## src/rtl/ha_share_arbiter.sv

```systemverilog
`default_nettype none
// ============================================================================
// Module   : ha_share_arbiter
// Brief    : Round-robin sharing of one pipelined half adder among NREQ
//            requesters, with a tag pipe that routes results back to owners.
//            Optional macro HA_ARB_STATS_EN adds op_count / stats_clr.
// Revision : 1.0 - initial release
// ============================================================================
module ha_share_arbiter #(
    parameter int NREQ   = 4,
    parameter int IDW    = 2,
    parameter int HA_LAT = 1
) (
    input  logic            clk,
    input  logic            rst,
    input  logic            en,
    input  logic [NREQ-1:0] req_valid,
    input  logic [NREQ-1:0] req_a,
    input  logic [NREQ-1:0] req_b,
    output logic [NREQ-1:0] req_ready,
    output logic            ha_a,
    output logic            ha_b,
    input  logic            ha_s,
    input  logic            ha_cout,
    output logic            resp_valid,
    output logic            resp_s,
    output logic            resp_cout,
    output logic [IDW-1:0]  resp_id,
    output logic            busy
`ifdef HA_ARB_STATS_EN
    ,
    output logic [15:0]     op_count,
    input  logic            stats_clr
`endif
);

    localparam int c_nstg = HA_LAT + 1;

    logic [IDW-1:0]  r_ptr;
    logic            r_ha_a;
    logic            r_ha_b;
    logic [c_nstg-1:0] r_tv;
    logic [IDW-1:0]  r_tid [c_nstg];
    logic            r_resp_valid;
    logic            r_resp_s;
    logic            r_resp_cout;
    logic [IDW-1:0]  r_resp_id;

    logic            w_found;
    logic [IDW-1:0]  w_gid;
    logic [NREQ-1:0] w_sel;
    logic            w_a;
    logic            w_b;
    logic            w_acc;
    logic [IDW-1:0]  w_ptr_nxt;

    // Search order is ptr, ptr+1, ... wrapping; the first valid hit wins.
    always_comb begin
        w_found = 1'b0;
        w_gid   = '0;
        w_sel   = '0;
        w_a     = 1'b0;
        w_b     = 1'b0;
        for (int k = 0; k < NREQ; k++) begin
            for (int i = 0; i < NREQ; i++) begin
                if (!w_found && req_valid[i] && (i == (int'(r_ptr) + k) % NREQ)) begin
                    w_found  = 1'b1;
                    w_gid    = IDW'(i);
                    w_sel[i] = 1'b1;
                    w_a      = req_a[i];
                    w_b      = req_b[i];
                end
            end
        end
    end

    assign w_acc     = w_found & en & rst;
    assign req_ready = (en && rst) ? w_sel : '0;
    assign w_ptr_nxt = (w_gid == IDW'(NREQ - 1)) ? '0 : w_gid + 1'b1;

    always_ff @(posedge clk or negedge rst) begin
        if (!rst) begin
            r_ptr  <= '0;
            r_ha_a <= 1'b0;
            r_ha_b <= 1'b0;
        end else if (w_acc) begin
            r_ptr  <= w_ptr_nxt;
            r_ha_a <= w_a;
            r_ha_b <= w_b;
        end
    end

    // Tag pipe shifts every cycle; the adder never stalls.
    always_ff @(posedge clk or negedge rst) begin
        if (!rst) begin
            r_tv <= '0;
            for (int k = 0; k < c_nstg; k++) begin
                r_tid[k] <= '0;
            end
        end else begin
            r_tv     <= {r_tv[c_nstg-2:0], w_acc};
            r_tid[0] <= w_gid;
            for (int k = 1; k < c_nstg; k++) begin
                r_tid[k] <= r_tid[k-1];
            end
        end
    end

    // The last tag stage lines up with the adder output being valid.
    always_ff @(posedge clk or negedge rst) begin
        if (!rst) begin
            r_resp_valid <= 1'b0;
            r_resp_s     <= 1'b0;
            r_resp_cout  <= 1'b0;
            r_resp_id    <= '0;
        end else begin
            r_resp_valid <= r_tv[HA_LAT];
            if (r_tv[HA_LAT]) begin
                r_resp_s    <= ha_s;
                r_resp_cout <= ha_cout;
                r_resp_id   <= r_tid[HA_LAT];
            end
        end
    end

    assign ha_a       = r_ha_a;
    assign ha_b       = r_ha_b;
    assign resp_valid = r_resp_valid;
    assign resp_s     = r_resp_s;
    assign resp_cout  = r_resp_cout;
    assign resp_id    = r_resp_id;
    assign busy       = |r_tv;

`ifdef HA_ARB_STATS_EN
    logic [15:0] r_op_count;

    always_ff @(posedge clk or negedge rst) begin
        if (!rst) begin
            r_op_count <= '0;
        end else if (stats_clr) begin
            r_op_count <= '0;
        end else if (w_acc && (r_op_count != 16'hFFFF)) begin
            r_op_count <= r_op_count + 16'd1;
        end
    end

    assign op_count = r_op_count;
`endif

endmodule
`default_nettype wire

```

## config.mk

```make
export PLATFORM = sky130hd
export DESIGN_NAME = ha_share_arbiter
export DESIGN_NICKNAME = d
export VERILOG_FILES = /design/src/rtl/ha_share_arbiter.sv
export SDC_FILE = /design/constraint.sdc
export NUM_CORES = 1
export LEC_CHECK = 0
export ABC_AREA = 1
export ABC_CLOCK_PERIOD_IN_PS = 5800
export CAP_MARGIN = 20
export CORE_MARGIN = 1.5
export CORE_UTILIZATION = 45
export CTS_CLUSTER_SIZE = 10
export DETAILED_ROUTE_END_ITERATION = 16
export PLACE_DENSITY = 0.85
export SLEW_MARGIN = 20
export SYNTH_ARGS = -nofsm -noshare
export SYNTH_HDL_FRONTEND = slang
export SYNTH_SLANG_ARGS = --single-unit
```

## constraint.sdc

```tcl
create_clock -name clk -period 5.8 [get_ports clk]
set_input_delay 0.87 -clock clk [delete_from_list [all_inputs] [get_ports clk]]
set_output_delay 0.87 -clock clk [all_outputs]
set_load 0.01 [all_outputs]
```

# Yosys cells after proc, flatten, opt, wreduce, memory -nomap -nowiden
# Index checks and enable logic that the tools add are counted.
# totals
register_bits,15
input_bits,17
out_inout_bits,12
wordCells,167
# op_classes
reduce_logical,55
n_mux,80
eq_ne,13
addsub,4
bitwise,5
# ops
cell,n
32-bit zero test,4
1-bit 2-to-1 mux,64
1-bit logical AND,32
2-bit 2-to-1 mux,15
"3-bit equality test, first input constant",6
1-bit zero test,15
"2-bit by 3-bit equality test with 1-bit output, first input constant",3
2-bit OR reduction,4
"2-bit by 1-bit adder with 2-bit output, second input constant",2
"2-bit adder, second input constant",2
"2-bit equality test, first input constant",2
4-bit 2-to-1 mux,1
"1-bit AND, first input constant",3
1-bit AND,2
"1-bit by 2-bit equality test with 1-bit output, first input constant",1
"2-bit equality test, second input constant",1

# Depth between registers and ports, before layout
# logic_depth
word_depth,65
mapped_depth,17
depth_no_buf,17

# Worst setup path before layout
# Ideal clock, no wire load.
# synth_timing
path_kind,input -> output
from,in req_valid[2]
to,out req_ready[1]
path_buffers,0
slack_ps,2768
required_ps,4930
path_stages,11
arrival_time_ps,2162
path_cell_list,nand3_1 -> nand4_1 -> nor2_2 -> nand4_2 -> nor2_2 -> nand4_1 -> nor2_2 -> nand2_1 -> nand4_1 -> inv_1 -> nor2_1
# synth_between
elab_chain_cells,48
elab_cells_between_ends,50
classes_between,15 x mux; 35 x reduce/logical
# synth_lines
item,line,rtl
"start, declared",17,"input logic [NREQ-1:0] req_valid,"
1-bit logical AND (2 in a row),66,if (!w_found && req_valid[i] && (i == (int'(r_ptr) + k) % NREQ)) begin
1-bit 2-to-1 mux,66,
1-bit zero test,66,
1-bit logical AND (2 in a row),66,
1-bit 2-to-1 mux,66,
1-bit zero test,66,
1-bit logical AND (2 in a row),66,
1-bit 2-to-1 mux,66,
[... 27 more ...],-,
1-bit 2-to-1 mux,66,
1-bit zero test,66,
1-bit logical AND (2 in a row),66,
1-bit 2-to-1 mux,66,
1-bit zero test,66,
1-bit logical AND (2 in a row),66,
1-bit 2-to-1 mux (*),66,
4-bit 2-to-1 mux (*),78,assign req_ready = (en && rst) ? w_sel : '0;
"end, declared",20,"output logic [NREQ-1:0] req_ready,"
# Every way passes the cells marked *; elsewhere a longest branch is shown, timed or not.

# Final worst setup path
# layout_timing
from,in req_valid[0]
to,out req_ready[1]
# layout_between
elab_chain_cells,55
elab_cells_between_ends,58
classes_between,18 x mux; 40 x reduce/logical
# layout_lines
item,line
1-bit logical AND,66
1-bit 2-to-1 mux,66
1-bit zero test,66
1-bit logical AND (2 in a row),66
1-bit 2-to-1 mux,66
1-bit zero test,66
1-bit logical AND (2 in a row),66
1-bit 2-to-1 mux,66
[... 35 more ...],-
1-bit 2-to-1 mux,66
1-bit zero test,66
1-bit logical AND (2 in a row),66
1-bit 2-to-1 mux,66
1-bit zero test,66
1-bit logical AND (2 in a row),66
1-bit 2-to-1 mux (*),66
4-bit 2-to-1 mux (*),78
# Marks and branches as above.

==> impl_summary.md <==
Die
The number of top-level pins is 29. The total die area is 2920 µm². The initialized floorplan defines 18 standard-cell rows. The chip height is 54.0 µm. In this run the horizontal extent of the chip is 54.0 µm. The core area is 2480 µm². The starting density of the core is 47.3%.

GRT
The global-route total usage across every layer is 25.0%. The via count of the first global-routing pass was 1178. The initial antenna violation count is 0. The global-route wire length before repair is 5.34 mm. The pin count of the biggest net entering global routing is 17. Global routing finished with a remaining overflow of 0.

Clock tree
No sink is reached through more buffers than the 2 on the longest clock path. The quantity of hold-fixing buffers added after cts is 0. Once the clock tree was built, the resizer swapped 0 gates to a different size. The number of clock sinks seen by CTS is 15. The post-CTS setup repair buffer count is 0. The clock transition at the register clock pins on the worst setup and hold paths after CTS is 80 ps.

CTS placed an instance of clkbuf_4 at the clock tree root. The worst-skew pair later-pin latency is 280 ps. In this run the number of H-tree levels came out at 1. The TritonCTS clock tree is built. In this run, CTS created clock tree buffers numbering 3.

Worst hold path
The class of the worst hold path is register to register. For hold timing, the worst endpoint is r_tid[1]$_DFF_PN0_. The hold-critical path depth is 0. The startpoint identified for the worst hold timing path is r_tid[3]$_DFF_PN0_.

STA
Across the routed clock network, the largest skew measured is 1.21 ps. The accumulated negative setup slack is 0 ps. The worst hold slack across all endpoints is 357 ps. The final-report hold violation count is 0. The setup-violating endpoint count in the final report is 0. The count of pins over their slew limit is 0.

The time the worst path needs with I/O delays and setup is 4430 ps. The final critical path takes up 76.3% of the cycle. Measured against its own limit, the worst slew margin works out to 57.8%. For this run, the top clock speed supported by timing is 226 MHz. Setup repair after global routing left no endpoint under its margin. Setup slack closes at 1370 ps. For the pin with the worst max-slew slack, the measured transition is 631 ps.

Synth
Summing every instance area after synthesis gives 1170 µm². The number of nets handed over by synthesis was 195. The post-synthesis sequential area ratio is 32.0%. In the post-synthesis netlist, the biggest area contributors are dfrtp_1 (32%), nor2_1 (12%), nand2_1 (12%). The cell count after synthesis came out at 178. The cell taking the most area after synthesis is dfrtp_1.

Summed over its instances, the top area cell type makes up 32.0% of the synthesized netlist area. Averaged over all synthesized cells, the footprint is 6.59 µm². The synthesis-stage register bit count is 15.

The number of warnings printed during yosys synthesis is 0. Synthesis instantiated 21 different standard cells from the library.

Setup path
Walking the worst path, the cells encountered are clkdlybuf4s50_1 > inv_1 > nor2_1 > nor2_2 > nand4_2 > nor2_2 > nand4_1 > nor2_2 > nand2_1 > nand4_1 > inv_1 > nor2_1 > clkdlybuf4s50_1. The endpoint required time on the critical path is 4930 ps. The type of element launching the critical path is an input port. Among all stages on the critical path, the largest delay is contributed by clkdlybuf4s50_1. The worst register-to-register path has a setup slack of 3530 ps. Data on the critical path arrives at its endpoint at 3560 ps.

Measured in cells, the most critical reg-to-reg path has a length of 13. The critical path is of the input port to primary output type. In this design, the stage delay of the slowest critical-path cell is 560 ps. In this run the critical register-to-register path is captured at ha_a$_DFFE_PN0P_. The worst setup path is captured at a primary output. In this run the critical register-to-register path is launched from r_ptr[0]$_DFFE_PN0P_. Counting stages on the worst path, the most repeated cell is nor2_2. In this run the worst path has a maximum fanout of 6.

Power and ir drop
The internal power is 315 µW. The clock network fraction of design power is 9.6%. In this run the static leakage power is 0.000776 µW. Sequential cells burn 28.1% of the power.

The peak ir drop on the vdd network is 0.000221 V. Net switching is 46.7% of the power. In this run the power density over the cells is 390 nW/µm². Combinational logic burns 62.3% of the power. The switching power is 276 µW.

Routing
In the final routed layout, each cell accounts on average for 12.8 µm. For this block, the via count after detailed routing is 1294. For this block, the initial DRC count from the detailed router was 47. The number of nets with antenna violations after detailed routing is 0.

Before antenna repair, the detailed router went through 4 iterations. The vias per cell is 5.39. For this run, design rule violations remaining after detail routing come to 0. The final routed wirelength across all metal layers is 3.07 mm.

Status
The run finished with clean final reports.

Layout
The multi-input combinational cell area is 681 µm². Measured on the finished design, the core utilization comes to 61.2%. The count of filler cells inserted in the layout is 242. Across the whole layout, storage elements account for 375 µm². The proportion of layout cells with a drive suffix above 1 is 11.4%.

Relative to the synthesized area, the layout overhead comes to 29.3%. The net count of the finished layout is 228. The number of antenna diodes in the final layout is 0.

Place
The global placer's final weighted congestion is 0.992. The count of buffers inserted at the top-level ports is 28. The placed wire-length estimate after detailed placement is 2.50 mm. The worst slack at placement is 1420 ps.

Run
The tool flagged a number of max-cap violations equal to 0.
==> worst max-delay path, delay by kind of cell <==
kind                   cells  cell delay [ps]
and+or+nand+nor            9             1320
buffers and inverters      4             1350
==> worst max path at each step <==
| stage | startpoint | end | slack [ps] | cells after the start |
|---|---|---|---|---|
| 4_1_cts | req_valid[2] | req_ready[1] | 1420 | 13 |
| 3_3_place_gp | req_valid[0] | req_ready[1] | 1430 | 13 |
| 2_1_floorplan | req_valid[2] | req_ready[1] | 2770 | 11 |
| 3_5_place_dp | req_valid[0] | req_ready[1] | 1420 | 13 |
| 5_1_grt | req_valid[2] | req_ready[1] | 1180 | 13 |
| 6_report | req_valid[0] | req_ready[1] | 1370 | 13 |
==> power by group through the flow <==
stage                     Sequential [µW]  Clock, µW  Combinational (µW)
after floorplan                       170          0                 248
after global routing                  172       64.1                 420
after CTS                             166       60.0                 366
after detailed placement              168          0                 364
after global placement                166          0                 362
final                                 166       56.6                 368
==> layout by cell type (no fill, tap or decap), types with 3 or more instances in the layout <==
cell / n
nor2_1: 38
nand2_1: 36
inv_1: 30
clkdlybuf4s50_1: 28
nand3_1: 17
dfrtp_1: 15
nand4_1: 13
nor2_2: 5
nand4_2: 4
mux2_2: 4
clkbuf_4: 3
==> cell usage after synthesis <==
master	n
mux2_2	4
inv_1	30
nand3_1	17
nand2_2	1
nor3b_1	1
nor4_1	1
nand4_2	4
nand2_1	36
nor2_1	38
dfrtp_1	15
nand3_2	2
o21ai_2	1
a31oi_1	2
o21ai_0	1
or2_2	1
a21oi_1	2
nor3_1	1
inv_2	1
nand4_1	13
nor2_2	5
nor2_4	2
==> final cells by class <==
| cell class | count | share of cell area [%] |
|---|---|---|
| Tap cell | 30 | 2.48 |
| Timing Repair Buffer | 28 | 18.5 |
| Multi-Input combinational cell | 132 | 44.9 |
| Sequential cell | 15 | 24.8 |
| Inverter | 31 | 7.67 |
| Clock buffer | 4 | 1.73 |
==> kinds of logic (layout without fill, tap and decap cells) <==
group,after synthesis,count (layout),share of synthesized area [%]
AND/OR/NAND/NOR,122,122,51.1
buffers and inverters,31,63,9.93
multiplexers,4,4,3.84
flip-flops,15,15,32.0
AO/OA/AOI/OAI,6,6,3.09
==> registers in the layout, indices dropped and copies added, names as in the netlist <==
signal      count
ha_b            1
ha_a            1
r_ptr           2
resp_valid      1
resp_id         2
r_tid           4
resp_s          1
r_tv            2
resp_cout       1
==> stage by stage <==
| step | instance area, µm² | cells | power [µW] |
|---|---|---|---|
| after floorplan | 1170 | 178 | 418 |
| after global placement | 1490 | 236 | 528 |
| after detailed placement | 1490 | 236 | 533 |
| after CTS | 1520 | 240 | 592 |
| after global routing | 1520 | 240 | 656 |
| final | 1520 | 240 | 591 |
==> metal layers <==
metal | share of wire, % | routed length [µm] | track usage, %
met1 | 43 | 1320 | 31.7
met2 | 49 | 1510 | 44.7
met3 | 5.9 | 180 | 1.39
met4 | 1.7 | 52 | 8.75
met5 | 0 | 0 | 0
No activity file was read; power rests on OpenSTA's default activity.
